File: src/rtl/vga_timing_gen.sv
// VGA raster timing generator: pixel prescaler, line/frame counters, PIPE-aligned
// sync/blank delay line, colour return register and a colour-bar bring-up pattern.
module vga_timing_gen #(
  parameter int CLK_PER_PIX = 2,
  parameter int H_ACTIVE    = 640,
  parameter int H_FP        = 16,
  parameter int H_SYNC      = 96,
  parameter int H_BP        = 48,
  parameter int V_ACTIVE    = 480,
  parameter int V_FP        = 10,
  parameter int V_SYNC      = 2,
  parameter int V_BP        = 33,
  parameter int SYNC_POL    = 0,
  parameter int COLOR_W     = 3,
  parameter int PIPE        = 2
) (
  input  logic               CLOCK_50,
  input  logic               reset,
  input  logic               pattern_en,
  input  logic [COLOR_W-1:0] r_val,
  input  logic [COLOR_W-1:0] g_val,
  input  logic [COLOR_W-1:0] b_val,
  output logic [10:0]        pix_x,
  output logic [10:0]        pix_y,
  output logic               pix_req,
  output logic               line_start,
  output logic               frame_start,
  output logic [COLOR_W-1:0] VGA_R,
  output logic [COLOR_W-1:0] VGA_G,
  output logic [COLOR_W-1:0] VGA_B,
  output logic               VGA_H_SYNC,
  output logic               VGA_V_SYNC
);

  localparam int H_TOTAL = H_ACTIVE + H_FP + H_SYNC + H_BP;
  localparam int V_TOTAL = V_ACTIVE + V_FP + V_SYNC + V_BP;
  localparam int CE_W    = (CLK_PER_PIX > 1) ? $clog2(CLK_PER_PIX) : 1;

  localparam logic [CE_W-1:0] CE_LAST  = CE_W'(CLK_PER_PIX - 1);
  localparam logic [10:0]     H_LAST   = 11'(H_TOTAL - 1);
  localparam logic [10:0]     V_LAST   = 11'(V_TOTAL - 1);
  localparam logic [10:0]     H_ACT    = 11'(H_ACTIVE);
  localparam logic [10:0]     V_ACT    = 11'(V_ACTIVE);
  localparam logic [10:0]     HS_BEG   = 11'(H_ACTIVE + H_FP);
  localparam logic [10:0]     HS_END   = 11'(H_ACTIVE + H_FP + H_SYNC);
  localparam logic [10:0]     VS_BEG   = 11'(V_ACTIVE + V_FP);
  localparam logic [10:0]     VS_END   = 11'(V_ACTIVE + V_FP + V_SYNC);
  localparam logic [10:0]     BAR_LAST = 11'(H_ACTIVE / 8 - 1);

  logic [CE_W-1:0] ce_cnt_q, ce_cnt_d;
  logic [10:0]     h_cnt_q, h_cnt_d;
  logic [10:0]     v_cnt_q, v_cnt_d;
  logic [10:0]     bar_px_q, bar_px_d;
  logic [2:0]      bar_q, bar_d;

  logic pix_adv, h_wrap, first_clk, active, hs_on, vs_on, frame_pt;

  logic [10:0] pix_x_q, pix_y_q;
  logic        pix_req_q, line_start_q, frame_start_q;
  logic        pat_sel_q;

  logic [PIPE-1:0]      act_dly_q;
  logic [PIPE-1:0]      req_dly_q;
  logic [PIPE-1:0][2:0] bar_dly_q;
  logic [PIPE:0]        hs_dly_q;
  logic [PIPE:0]        vs_dly_q;

  logic [COLOR_W-1:0] r_q, g_q, b_q;
  logic [COLOR_W-1:0] samp_r, samp_g, samp_b;
  logic [2:0]         bar_out;

  // Counters describe the pixel whose strobes are registered at the coming edge,
  // so the outputs run one clock behind them.
  always_comb begin
    pix_adv   = (ce_cnt_q == CE_LAST);
    h_wrap    = pix_adv && (h_cnt_q == H_LAST);
    first_clk = (ce_cnt_q == '0);
    active    = (h_cnt_q < H_ACT) && (v_cnt_q < V_ACT);
    hs_on     = (h_cnt_q >= HS_BEG) && (h_cnt_q < HS_END);
    vs_on     = (v_cnt_q >= VS_BEG) && (v_cnt_q < VS_END);
    frame_pt  = first_clk && (h_cnt_q == '0) && (v_cnt_q == '0);

    ce_cnt_d = pix_adv ? '0 : ce_cnt_q + CE_W'(1);
    h_cnt_d  = h_cnt_q;
    v_cnt_d  = v_cnt_q;
    bar_px_d = bar_px_q;
    bar_d    = bar_q;

    if (pix_adv) begin
      h_cnt_d = h_wrap ? '0 : h_cnt_q + 11'd1;
      if (h_wrap) begin
        v_cnt_d = (v_cnt_q == V_LAST) ? '0 : v_cnt_q + 11'd1;
      end
    end

    // Bar index tracks h_cnt: pixels-within-bar counter instead of a divider.
    if (pix_adv) begin
      if (h_wrap) begin
        bar_px_d = '0;
        bar_d    = '0;
      end else if (h_cnt_q < H_ACT) begin
        if (bar_px_q == BAR_LAST) begin
          bar_px_d = '0;
          bar_d    = bar_q + 3'd1;
        end else begin
          bar_px_d = bar_px_q + 11'd1;
        end
      end
    end
  end

  always_comb begin
    bar_out = bar_dly_q[PIPE-1];
    if (pat_sel_q) begin
      samp_r = {COLOR_W{bar_out[2]}};
      samp_g = {COLOR_W{bar_out[1]}};
      samp_b = {COLOR_W{bar_out[0]}};
    end else begin
      samp_r = r_val;
      samp_g = g_val;
      samp_b = b_val;
    end
  end

  always_ff @(posedge CLOCK_50) begin
    if (reset) begin
      ce_cnt_q      <= '0;
      h_cnt_q       <= '0;
      v_cnt_q       <= '0;
      bar_px_q      <= '0;
      bar_q         <= '0;
      pix_x_q       <= '0;
      pix_y_q       <= '0;
      pix_req_q     <= 1'b0;
      line_start_q  <= 1'b0;
      frame_start_q <= 1'b0;
      pat_sel_q     <= 1'b0;
      act_dly_q     <= '0;
      req_dly_q     <= '0;
      bar_dly_q     <= '0;
      hs_dly_q      <= '0;
      vs_dly_q      <= '0;
      r_q           <= '0;
      g_q           <= '0;
      b_q           <= '0;
    end else begin
      ce_cnt_q <= ce_cnt_d;
      h_cnt_q  <= h_cnt_d;
      v_cnt_q  <= v_cnt_d;
      bar_px_q <= bar_px_d;
      bar_q    <= bar_d;

      pix_req_q     <= active && first_clk;
      line_start_q  <= first_clk && (h_cnt_q == '0);
      frame_start_q <= frame_pt;
      if (active) begin
        pix_x_q <= h_cnt_q;
        pix_y_q <= v_cnt_q;
      end
      // Latched at the frame's first edge so it is settled before pixel 0 is sampled.
      if (frame_pt) pat_sel_q <= pattern_en;

      act_dly_q[0] <= active;
      req_dly_q[0] <= active && first_clk;
      bar_dly_q[0] <= bar_q;
      hs_dly_q[0]  <= hs_on;
      vs_dly_q[0]  <= vs_on;
      for (int k = 1; k < PIPE; k++) begin
        act_dly_q[k] <= act_dly_q[k-1];
        req_dly_q[k] <= req_dly_q[k-1];
        bar_dly_q[k] <= bar_dly_q[k-1];
      end
      for (int k = 1; k <= PIPE; k++) begin
        hs_dly_q[k] <= hs_dly_q[k-1];
        vs_dly_q[k] <= vs_dly_q[k-1];
      end

      // This edge is PIPE clocks after the pixel's pix_req edge.
      if (!act_dly_q[PIPE-1]) begin
        r_q <= '0;
        g_q <= '0;
        b_q <= '0;
      end else if (req_dly_q[PIPE-1]) begin
        r_q <= samp_r;
        g_q <= samp_g;
        b_q <= samp_b;
      end
    end
  end

  assign pix_x       = pix_x_q;
  assign pix_y       = pix_y_q;
  assign pix_req     = pix_req_q;
  assign line_start  = line_start_q;
  assign frame_start = frame_start_q;
  assign VGA_R       = r_q;
  assign VGA_G       = g_q;
  assign VGA_B       = b_q;
  assign VGA_H_SYNC  = (SYNC_POL != 0) ? hs_dly_q[PIPE] : ~hs_dly_q[PIPE];
  assign VGA_V_SYNC  = (SYNC_POL != 0) ? vs_dly_q[PIPE] : ~vs_dly_q[PIPE];

endmodule

File: config.mk
export PLATFORM = sky130hd
export DESIGN_NAME = vga_timing_gen
export DESIGN_NICKNAME = d
export VERILOG_FILES = /design/src/rtl/vga_timing_gen.sv
export SDC_FILE = /design/constraint.sdc
export NUM_CORES = 1
export LEC_CHECK = 0
export BUFFER_PORTS_ARGS = -buffer_cell sky130_fd_sc_hd__clkbuf_2
export CAP_MARGIN = 10
export CORE_MARGIN = 1.5
export CORE_UTILIZATION = 57
export CTS_BUF_LIST = sky130_fd_sc_hd__clkbuf_4 sky130_fd_sc_hd__clkbuf_8
export DETAILED_ROUTE_END_ITERATION = 7
export PLACE_DENSITY = 0.91
export SYNTH_ARGS = -nofsm -noshare
export SYNTH_HDL_FRONTEND = slang
export SYNTH_SLANG_ARGS = --single-unit
File: constraint.sdc
create_clock -name CLOCK_50 -period 2.1 [get_ports CLOCK_50]
set_input_delay 0.21 -clock CLOCK_50 [delete_from_list [all_inputs] [get_ports CLOCK_50]]
set_output_delay 0.21 -clock CLOCK_50 [all_outputs]
set_load 0.01 [all_outputs]
==> results.json, run 1 <==
{
  "area_delta_synth_final_pct": 13.1,
  "path_buf_inv": 0,
  "die_area_um2": 6950,
  "utilization": 0.660,
  "dp.final_hpwl_mm": 5.25,
  "grt_max_degree": 47,
  "ys_top_cells_by_area": "dfxtp_1, mux2i_1, nor2_1",
  "end_kind": "flop",
  "routed-wl-met3_um": 405,
  "top_layer": "met4",
  "wl_mm": 7.56,
  "fillCellCount": 501,
  "start_util": 0.583,
  "grt_setup_unrepaired": "false",
  "hold_class": "primary input to flop",
  "io_pins": 48,
  "worstMarginPinSlew_ns": 0.551,
  "relSlewSlack": 0.632,
  "ir_drop_mv": 0.586,
  "grt_pass1_wl_mm": 12.9,
  "dr.pass1.iters": 5,
  "ys_seq_area_frac": 0.473,
  "grt_pass1_vias": 2885,
  "finalPower_mw": 3.11,
  "ys_types": 50,
  "ant_nets": 0,
  "intPower_mw": 2.40,
  "synth_ff_type": "dfxtp_1",
  "place_area_um2": 3930,
  "crit_family": "simple AND/OR/NAND/NOR gates",
  "wl_per_cell_um": 14.6,
  "drive_gt1_frac": 0.200,
  "yosys_warnings": 0,
  "synth-seq-cells": 87,
  "hold_viol": 0,
  "startpoint_type": "flop",
  "wl_met1_mm": 3.51,
  "yosys.area.top_type": "dfxtp_1",
  "power_frac_comb": 0.043,
  "globalRoute.totalOverflow": 0,
  "path_clk_slew_ns": 0.09,
  "cts_buffers": 9,
  "netlist_top_cells_count": "dfxtp_1, nor2_1, mux2i_1",
  "clockBufferDepth": 2,
  "yosysMostFrequentCell": "dfxtp_1",
  "async_reset_ff_frac": 0,
  "seq_power_share": 0.546,
  "synth_area_um2": 3680,
  "drt_iter0_drc": 223,
  "cts_tree": "built",
  "place_congestion": 0.872,
  "fin_area_um2": 4170,
  "drc": 0,
  "yosysTopAreaCellShare": 0.473,
  "grtUsageTotal": 0.225,
  "crit_fanout": 9,
  "layout_min_cycle_time_ns": 1.95,
  "max_freq_mhz": 514,
  "dieWidth_um": 83.4,
  "final_nets": 452,
  "antenna_found_initial": 0,
  "clock_latency_ns": 0.35,
  "swShare": 0.228,
  "cts_num_sinks": 87,
  "slowest_stage": "or4_1",
  "vias": 2985,
  "setup_viol": 0,
  "die_y_um": 83.4,
  "critical_path_class": "flop to flop",
  "antenna_cells": 0,
  "critPathMaxStageDelay_ns": 0.53,
  "required_ns": 2.38,
  "p_clk_frac": 0.411,
  "synth_cells": 392,
  "drv_cap": 0,
  "routed_via_density": 5.78,
  "synth_edf_count": 0,
  "synth.net_count": 410,
  "clock_skew_ns": 0.00436,
  "core_area_um2": 6310,
  "leakagePower_nw": 1.72,
  "r2r_slack_ns": 0.15,
  "rows": 29,
  "path_cells": "ha_1 > and4_2 > nand4_1 > or4_1 > a21oi_1",
  "p_sw_mw": 0.709,
  "setup_tns_ns": 0,
  "avgSynthCellArea_um2": 9.40,
  "htree_levels": 3,
  "finalCritPeriodShare": 0.927,
  "portBuffers": 47,
  "slew_violations": 0,
  "wl_met2_mm": 3.52,
  "cts_root_buf": "clkbuf_8",
  "run_status": "completed",
  "p_per_area_nw_per_um2": 746,
  "post-place-ws_ns": 0.0843,
  "cp.arrival_ns": 2.23,
  "setup_ws_ns": 0.153
}
==> kinds of logic (layout without fill, tap and decap cells) <==
group,after synthesis,in the layout,share of synthesized area
adders and majority gates,6,6,0.0204
DFF,87,87,0.473
buffers and inverters,40,87,0.0567
xor gates and xnor gates,13,13,0.0309
muxes,26,26,0.0707
and+or+nand+nor,163,163,0.248
AOI/OAI and AO/OA,57,57,0.101
==> state kept, by name, indices dropped and copies added, names as in the netlist, 2 cells and up <==
register and flops:
hs_dly_q 3, bar_out 3, bar_dly_q 3, bar_px_q 11, act_dly_q 2, pix_y 11
VGA_B 3, v_cnt_q 11, bar_q 3, VGA_R 3, req_dly_q 2, h_cnt_q 11
vs_dly_q 3, pix_x 11, VGA_G 3
==> path summary, 6_finish.rpt <==
| check | startpoint | endpoint | depth (start not counted) |
|---|---|---|---|
| worst min register to register | bar_dly_q[2]$_SDFF_PP0_ | bar_out[2]$_SDFF_PP0_ | 1 |
| worst min-delay path | g_val[1] | VGA_G[1]$_SDFFE_PP0P_ | 3 |
| worst max-delay path | h_cnt_q[1]$_SDFFE_PP0P_ | v_cnt_q[10]$_SDFFE_PP0P_ | 5 |
| worst max register to register | h_cnt_q[1]$_SDFFE_PP0P_ | v_cnt_q[10]$_SDFFE_PP0P_ | 5 |
==> what timing repair did <==
action / CTS / global route
gates resized for setup: 0 / 1
endpoints found under the setup margin: 0 / 3
hold buffers: 0 / 0
buffers inserted: 0 / 1
==> cell usage in the layout, fill, tap and decap left out, types with 3 or more instances in the layout <==
cell | synthesis | layout
dfxtp_1 | 87 | 87
clkbuf_2 | 0 | 47
nor2_1 | 45 | 45
mux2i_1 | 26 | 26
nand3_1 | 18 | 18
a21oi_1 | 18 | 18
nand2_1 | 18 | 18
nor2b_1 | 14 | 14
inv_1 | 13 | 13
nand4_1 | 13 | 13
buf_4 | 3 | 11
a211oi_1 | 10 | 10
xor2_1 | 9 | 9
nor3_1 | 9 | 9
clkbuf_8 | 2 | 9
o21ai_0 | 8 | 8
or3_1 | 8 | 8
ha_1 | 6 | 6
and3_1 | 5 | 5
o31ai_1 | 5 | 5
and4_1 | 4 | 4
or4_1 | 4 | 4
xnor2_1 | 4 | 4
nor4_1 | 3 | 3
and3_2 | 3 | 3
a311oi_1 | 3 | 3
and2_1 | 3 | 3
nor3b_1 | 3 | 3
clkinvlp_4 | 0 | 3
==> stage by stage <==
step,std cells,hold slack (ns)
4_1_cts,515,0.180
5_1_grt,516,0.199
3_5_place_dp,499,0.427
2_1_floorplan,392,0.414
3_3_place_gp,499,0.418
6_report,516,0.181
==> routing by layer <==
| layer | GRT usage | vias up |
|---|---|---|
| met5 | 0 | - |
| met4 | 0.103 | 0 |
| met3 | 0.0398 | 11 |
| met2 | 0.364 | 110 |
| met1 | 0.294 | 1393 |
| li1 | - | 1471 |
==> final cells by class <==
type / count / area, µm² / share of cell area
Sequential cell: 87 / 1740 / 0.418
Tap cell: 77 / 96.3 / 0.0231
Clock buffer: 9 / 124 / 0.0297
Inverter: 13 / 48.8 / 0.0117
Multi-Input combinational cell: 265 / 1740 / 0.418
Timing Repair Buffer: 58 / 318 / 0.0763
Clock inverter: 7 / 96.3 / 0.0231
==> worst min-delay path: stages <==
cell and delay, ns:
clkbuf_2 0.08, mux2i_1 0.12, a211oi_1 0.08
==> power groups by stage <==
stage	sequential [mW]	clock, mW	combinational, mW
after global routing	1.70	1.36	0.150
final	1.70	1.28	0.135
after global placement	1.73	0	0.128
after detailed placement	1.74	0	0.132
after floorplan	1.72	0	0.0905
after CTS	1.70	1.29	0.135
Note: power is estimated with default switching activity, not from simulation.
==> run 2, diff against run 1 <==
--- a/config.mk
+++ b/config.mk
@@ -8,10 +8,10 @@
 export BUFFER_PORTS_ARGS = -buffer_cell sky130_fd_sc_hd__clkbuf_2
 export CAP_MARGIN = 10
 export CORE_MARGIN = 1.5
-export CORE_UTILIZATION = 57
+export CORE_UTILIZATION = 54
 export CTS_BUF_LIST = sky130_fd_sc_hd__clkbuf_4 sky130_fd_sc_hd__clkbuf_8
 export DETAILED_ROUTE_END_ITERATION = 7
-export PLACE_DENSITY = 0.91
+export PLACE_DENSITY = 0.9
 export SYNTH_ARGS = -nofsm -noshare
 export SYNTH_HDL_FRONTEND = slang
 export SYNTH_SLANG_ARGS = --single-unit
==> constraint.sdc (replaced) <==
create_clock -name CLOCK_50 -period 1.7 [get_ports CLOCK_50]
set_input_delay 0.17 -clock CLOCK_50 [delete_from_list [all_inputs] [get_ports CLOCK_50]]
set_output_delay 0.17 -clock CLOCK_50 [all_outputs]
set_load 0.01 [all_outputs]
==> results.json, run 2 (same netlist as run 1, synthesis figures left out) <==
{
  "setup_tns_ns": -0.00527,
  "rows": 29,
  "path_cells": "nor4_4 > buf_4 > nand3_4 > buf_6 > o31ai_1 > a21oi_1",
  "grtUsageTotal": 0.249,
  "globalRoute.totalOverflow": 0,
  "antenna_found_initial": 0,
  "place_inst": 520,
  "portBuffers": 47,
  "io_pins": 48,
  "place_congestion": 0.898,
  "slew_violations": 0,
  "htree_levels": 3,
  "critPathMaxStageDelay_ns": 0.37,
  "critical_path_class": "flop to flop",
  "clock_skew_ns": 0.00997,
  "grt_setup_unrepaired": "true",
  "finalCritPeriodShare": 1.00,
  "drc": 8,
  "dr.pass1.iters": 7,
  "seqCellArea_um2": 1760,
  "cts_buffers": 9,
  "clockBufferDepth": 2,
  "start_util": 0.570,
  "die_y_um": 85.6,
  "p_per_area_nw_per_um2": 864,
  "ant_nets": 0,
  "fin_area_um2": 4550,
  "layout_min_cycle_time_ns": 1.71,
  "path_clk_slew_ns": 0.09,
  "cts_tree": "built",
  "drive_gt1_frac": 0.301,
  "grt_max_degree": 26,
  "cp.arrival_ns": 1.94,
  "cts_root_buf": "clkbuf_8",
  "setup_viol": 1,
  "clock_latency_ns": 0.36,
  "startpoint_type": "flop",
  "leakagePower_nw": 1.91,
  "wl_mm": 9.03,
  "final_cells": 546,
  "fillCellCount": 455,
  "end_kind": "flop",
  "run_status": "finished, violations left",
  "crit_fanout": 7,
  "grt_pass1_wl_mm": 14.5,
  "drv_cap": 0,
  "path_buf_inv": 2,
  "cts_num_sinks": 87,
  "worstMarginPinSlew_ns": 0.573,
  "grt_pass1_vias": 3122,
  "layout_commonest_cell": "dfxtp_1",
  "crit_family": "compound AO/OA/AOI/OAI gates",
  "area_delta_synth_final_pct": 23.4,
  "antenna_cells": 0,
  "layout_common_cells": "dfxtp_1, clkbuf_2, nor2_1, buf_4, mux2i_1",
  "final_nets": 482,
  "vias": 3252,
  "wl_per_cell_um": 16.5,
  "required_ns": 1.94,
  "dp.final_hpwl_mm": 5.81,
  "ir_drop_mv": 0.805,
  "violations": "DRC, setup timing",
  "setup_ws_ns": -0.00527,
  "multi_input_area_um2": 1850,
  "hold_viol": 0,
  "relSlewSlack": 0.617,
  "postCtsHoldBufs": 0,
  "dieWidth_um": 85.6,
  "max_freq_mhz": 586,
  "die_area_um2": 7330,
  "core_area_um2": 6460,
  "place_area_um2": 4110,
  "hold_class": "primary input to flop",
  "slowest_stage": "dfxtp_4",
  "routed_via_density": 5.96,
  "drt_iter0_drc": 290
}
==> run 2: cell count changes in the layout (fill, tap and decap cells not counted), moves of 3 or more <==
cell        previous run  this run
buf_4                 11        39
dfxtp_1               87        79
dfxtp_2                0         5
a21oi_1               18        15
a21oi_2                1         4
clkinvlp_4             3         0
dfxtp_4                0         3
ha_1                   6         3
==> run 2: stage by stage <==
stage | hold WS, ns | worst slack (ns) | total power, mW | util
after detailed placement | 0.385 | -0.0265 | 2.32 | 0.636
final | 0.0132 | -0.00527 | 3.93 | 0.704
after floorplan | 0.385 | 0.0114 | 2.24 | -
after global routing | 0.0116 | -0.0460 | 4.05 | 0.704
after CTS | 0.00643 | -0.000237 | 3.93 | 0.682
after global placement | 0.384 | 0.0289 | 2.31 | 0.636
==> run 2: final cells by class <==
type | instances | share of cell area
repair buffers | 88 | 0.123
clock inverters | 6 | 0.0201
clock buffers | 10 | 0.0303
flip-flops and latches | 87 | 0.387
inverters | 13 | 0.0107
well taps | 77 | 0.0212
multi-input cells | 265 | 0.408
==> run 2: worst paths after layout <==
kind                      startpoint                 endpoint  slack (ns)  cells past startpoint
min                            reset   vs_dly_q[2]$_SDFF_PP0_        0.01                      2
max reg2reg  h_cnt_q[7]$_SDFFE_PP0P_  v_cnt_q[5]$_SDFFE_PP0P_      -0.005                      6
min reg2reg   vs_dly_q[1]$_SDFF_PP0_   vs_dly_q[2]$_SDFF_PP0_        0.44                      1
max          h_cnt_q[7]$_SDFFE_PP0P_  v_cnt_q[5]$_SDFFE_PP0P_      -0.005                      6
==> run 2: layer usage <==
metal	GRT usage	vias up	share of wire
li1	-	1530	-
met1	0.305	1558	0.40
met2	0.425	149	0.50
met3	0.0674	15	0.082
met4	0.0821	0	0.017
met5	0	-	0
==> run 2: what timing repair did <==
action	CTS	global route
pin swaps	5	11
endpoints found under the setup margin	4	14
resized for setup	7	25
setup buffers	6	4
==> run 2: where the power goes <==
part / internal [mW] / total [mW] / switching (mW)
clock network: 0.878 / 1.64 / 0.760
registers: 2.06 / 2.09 / 0.0318
logic: 0.0891 / 0.197 / 0.107
==> run 2: worst reg2reg max path: stages, from the launching register on <==
cell and delay (ns):
dfxtp_4 0.37, nor4_4 0.33, buf_4 0.20, nand3_4 0.09, buf_6 0.16, o31ai_1 0.31, a21oi_1 0.13
==> run 3, diff against run 2 <==
--- a/config.mk
+++ b/config.mk
@@ -5,6 +5,7 @@
 export SDC_FILE = /design/constraint.sdc
 export NUM_CORES = 1
 export LEC_CHECK = 0
+export ABC_AREA = 1
 export BUFFER_PORTS_ARGS = -buffer_cell sky130_fd_sc_hd__clkbuf_2
 export CAP_MARGIN = 10
 export CORE_MARGIN = 1.5
==> results.json, run 3 <==
{
  "run_status": "completed",
  "rows": 30,
  "synth_edf_count": 0,
  "cp.arrival_ns": 1.85,
  "swShare": 0.271,
  "r2r_start": "h_cnt_q[0]$_SDFFE_PP0P_",
  "antenna_cells": 0,
  "ys_types": 31,
  "crit_fanout": 9,
  "grt_setup_unrepaired": "false",
  "drv_cap": 0,
  "ys_top_cells_by_area": "dfxtp_1, nand2_1, nor2_1",
  "start_util": 0.559,
  "portBuffers": 47,
  "dp.final_hpwl_mm": 6.22,
  "ir_drop_mv": 0.644,
  "htree_levels": 3,
  "vias": 3608,
  "worstMarginPinSlew_ns": 0.357,
  "synth.net_count": 544,
  "seq_power_share": 0.562,
  "yosys_warnings": 0,
  "r2r_end": "bar_q[2]$_SDFFE_PP0P_",
  "globalRoute.totalOverflow": 0,
  "setup_viol": 0,
  "place_congestion": 0.926,
  "worstHoldEndpoint": "VGA_G[0]$_SDFFE_PP0P_",
  "cts_tree": "built",
  "async_reset_ff_frac": 0,
  "place_area_um2": 4160,
  "die_y_um": 86.9,
  "clock_latency_ns": 0.37,
  "r2r_slack_ns": 0.11,
  "io_pins": 48,
  "routed_via_density": 5.31,
  "p_sw_mw": 1.01,
  "synth_ff_type": "dfxtp_1",
  "critPathMaxStageDelay_ns": 0.39,
  "hold_viol": 0,
  "avgSynthCellArea_um2": 7.22,
  "drt_iter0_drc": 288,
  "yosysTopAreaCellShare": 0.458,
  "startpoint_type": "flop",
  "layout_commonest_cell": "nand2_1",
  "wl_mm": 8.88,
  "crit_path_frequent_cell": "nand3_2",
  "place_inst": 663,
  "grt_pass1_vias": 3382,
  "yosysMostFrequentCell": "nand2_1",
  "yosys.area.top_type": "dfxtp_1",
  "required_ns": 1.97,
  "clockBufferDepth": 2,
  "drc": 0,
  "intPower_mw": 2.71,
  "fin_area_um2": 4390,
  "hold_depth": 3,
  "synth_cells": 526,
  "layout_common_cells": "nand2_1, dfxtp_1, nor2_1, inv_1, clkbuf_2",
  "critical_path_class": "flop to flop",
  "cts_root_buf": "clkbuf_8",
  "setup_tns_ns": 0,
  "ant_nets": 0,
  "ys_seq_area_frac": 0.458,
  "core_area_um2": 6790,
  "dieWidth_um": 86.9,
  "cts_buffers": 9,
  "final_cells": 680,
  "p_clk_frac": 0.384,
  "crit_family": "simple AND/OR/NAND/NOR gates",
  "slowest_stage": "dfxtp_2",
  "worstRegToRegCells": 8,
  "grt_pass1_wl_mm": 14.9,
  "area_delta_synth_final_pct": 15.4,
  "power_frac_comb": 0.054,
  "slew_violations": 0,
  "dr.pass1.iters": 6,
  "die_area_um2": 7550,
  "max_freq_mhz": 631,
  "path_buf_inv": 0,
  "synth-seq-cells": 87,
  "synth_area_um2": 3800,
  "grt_max_degree": 38,
  "wl_per_cell_um": 13.1,
  "drive_gt1_frac": 0.166,
  "relSlewSlack": 0.760,
  "cts_num_sinks": 87,
  "antenna_found_initial": 0,
  "path_clk_slew_ns": 0.10,
  "finalCritPeriodShare": 0.933,
  "clock_skew_ns": 0.0164,
  "netlist_top_cells_count": "nand2_1, dfxtp_1, nor2_1, inv_1, a21oi_1",
  "end_kind": "flop",
  "path_cells": "ha_2 > nand3_2 > nor2_4 > nand2_4 > nand2_1 > nand3_2 > a21oi_1 > nor2_1",
  "layout_min_cycle_time_ns": 1.59,
  "p_per_area_nw_per_um2": 849,
  "hold_start": "g_val[0]",
  "leakagePower_nw": 1.91,
  "hold_class": "primary input to flop",
  "grtUsageTotal": 0.248,
  "final_nets": 597
}
## run 3: cell types whose count changed after synthesis, moves of 5 or more
cell / delta
a21oi_1: +24
and3_1: -5
clkbuf_1: -5
inv_1: +52
mux2i_1: -26
nand2_1: +90
nand3_1: +15
nor2_1: +29
nor2b_1: -14
nor3_1: +8
o21ai_0: +21
or3_1: -8
xor2_1: -5
## run 3: what timing repair did
item	CTS	global route
buffers inserted	0	0
gates resized for setup	0	10
endpoints found under the setup margin	0	20
hold buffers	0	0
## run 3: worst register-to-register path, cell delays in order, from the launching register on
cell and delay (ns):
dfxtp_2 0.39, ha_2 0.21, nand3_2 0.11, nor2_4 0.14, nand2_4 0.12, nand2_1 0.14, nand3_2 0.14, a21oi_1 0.17
nor2_1 0.06
## run 3: worst max path at each step
stage / start / to / slack (ns) / cells after the start
final: h_cnt_q[0]$_SDFFE_PP0P_ / bar_q[2]$_SDFFE_PP0P_ / 0.11 / 8
after CTS: h_cnt_q[0]$_SDFFE_PP0P_ / bar_px_q[0]$_SDFFE_PP0P_ / 0.06 / 8
after global routing: h_cnt_q[0]$_SDFFE_PP0P_ / bar_q[0]$_SDFFE_PP0P_ / 0.02 / 9
after floorplan: h_cnt_q[0]$_SDFFE_PP0P_ / bar_px_q[5]$_SDFFE_PP0P_ / 0.27 / 8
after detailed placement: h_cnt_q[0]$_SDFFE_PP0P_ / bar_px_q[0]$_SDFFE_PP0P_ / 0.08 / 8
after global placement: h_cnt_q[0]$_SDFFE_PP0P_ / bar_px_q[0]$_SDFFE_PP0P_ / 0.18 / 8
## run 3: kinds of logic (layout without fill, tap and decap cells)
family,count (synthesis),in the layout,synth area share
and+or+nand+nor,259,259,0.300
AOI/OAI and AO/OA,86,87,0.126
DFF,87,87,0.458
buffers and inverters,84,141,0.0869
adders and majority gates,6,6,0.0198
xor gates and xnor gates,4,4,0.00922
## run 3: metrics by stage
step,hold WS (ns),setup WS [ns],utilization,power [mW]
2_1_floorplan,0.323,0.274,-,2.26
3_3_place_gp,0.390,0.180,0.612,2.32
3_5_place_dp,0.397,0.0821,0.612,2.33
4_1_cts,0.0164,0.0610,0.642,3.73
5_1_grt,0.0160,0.0158,0.646,3.84
6_report,0.0281,0.114,0.646,3.72
## run 3: metal layers
metal / track usage / wire, µm / up-vias / share of wire
met1: 0.310 / 3780 / 1613 / 0.43
met3: 0.0398 / 641 / 21 / 0.072
met2: 0.418 / 4310 / 172 / 0.49
met5: 0 / 0 / - / 0
li1: - / - / 1802 / -
met4: 0.114 / 149 / 0 / 0.017
## run 3: cell type report
class	count	area (µm²)
multi-input combinational	356	1750
fill	573	2410
tap	96	120
clock buffer	9	124
timing repair buffer	55	308
inverter	70	263
sequential	87	1750
clock inverter	7	75.1
## run 3: power by group through the flow
stage | Clock (mW) | Sequential (mW) | Combinational, mW
floorplan | 0 | 2.13 | 0.130
global placement | 0 | 2.13 | 0.187
detailed placement | 0 | 2.14 | 0.194
CTS | 1.45 | 2.09 | 0.195
global route | 1.52 | 2.10 | 0.222
finish | 1.43 | 2.09 | 0.200
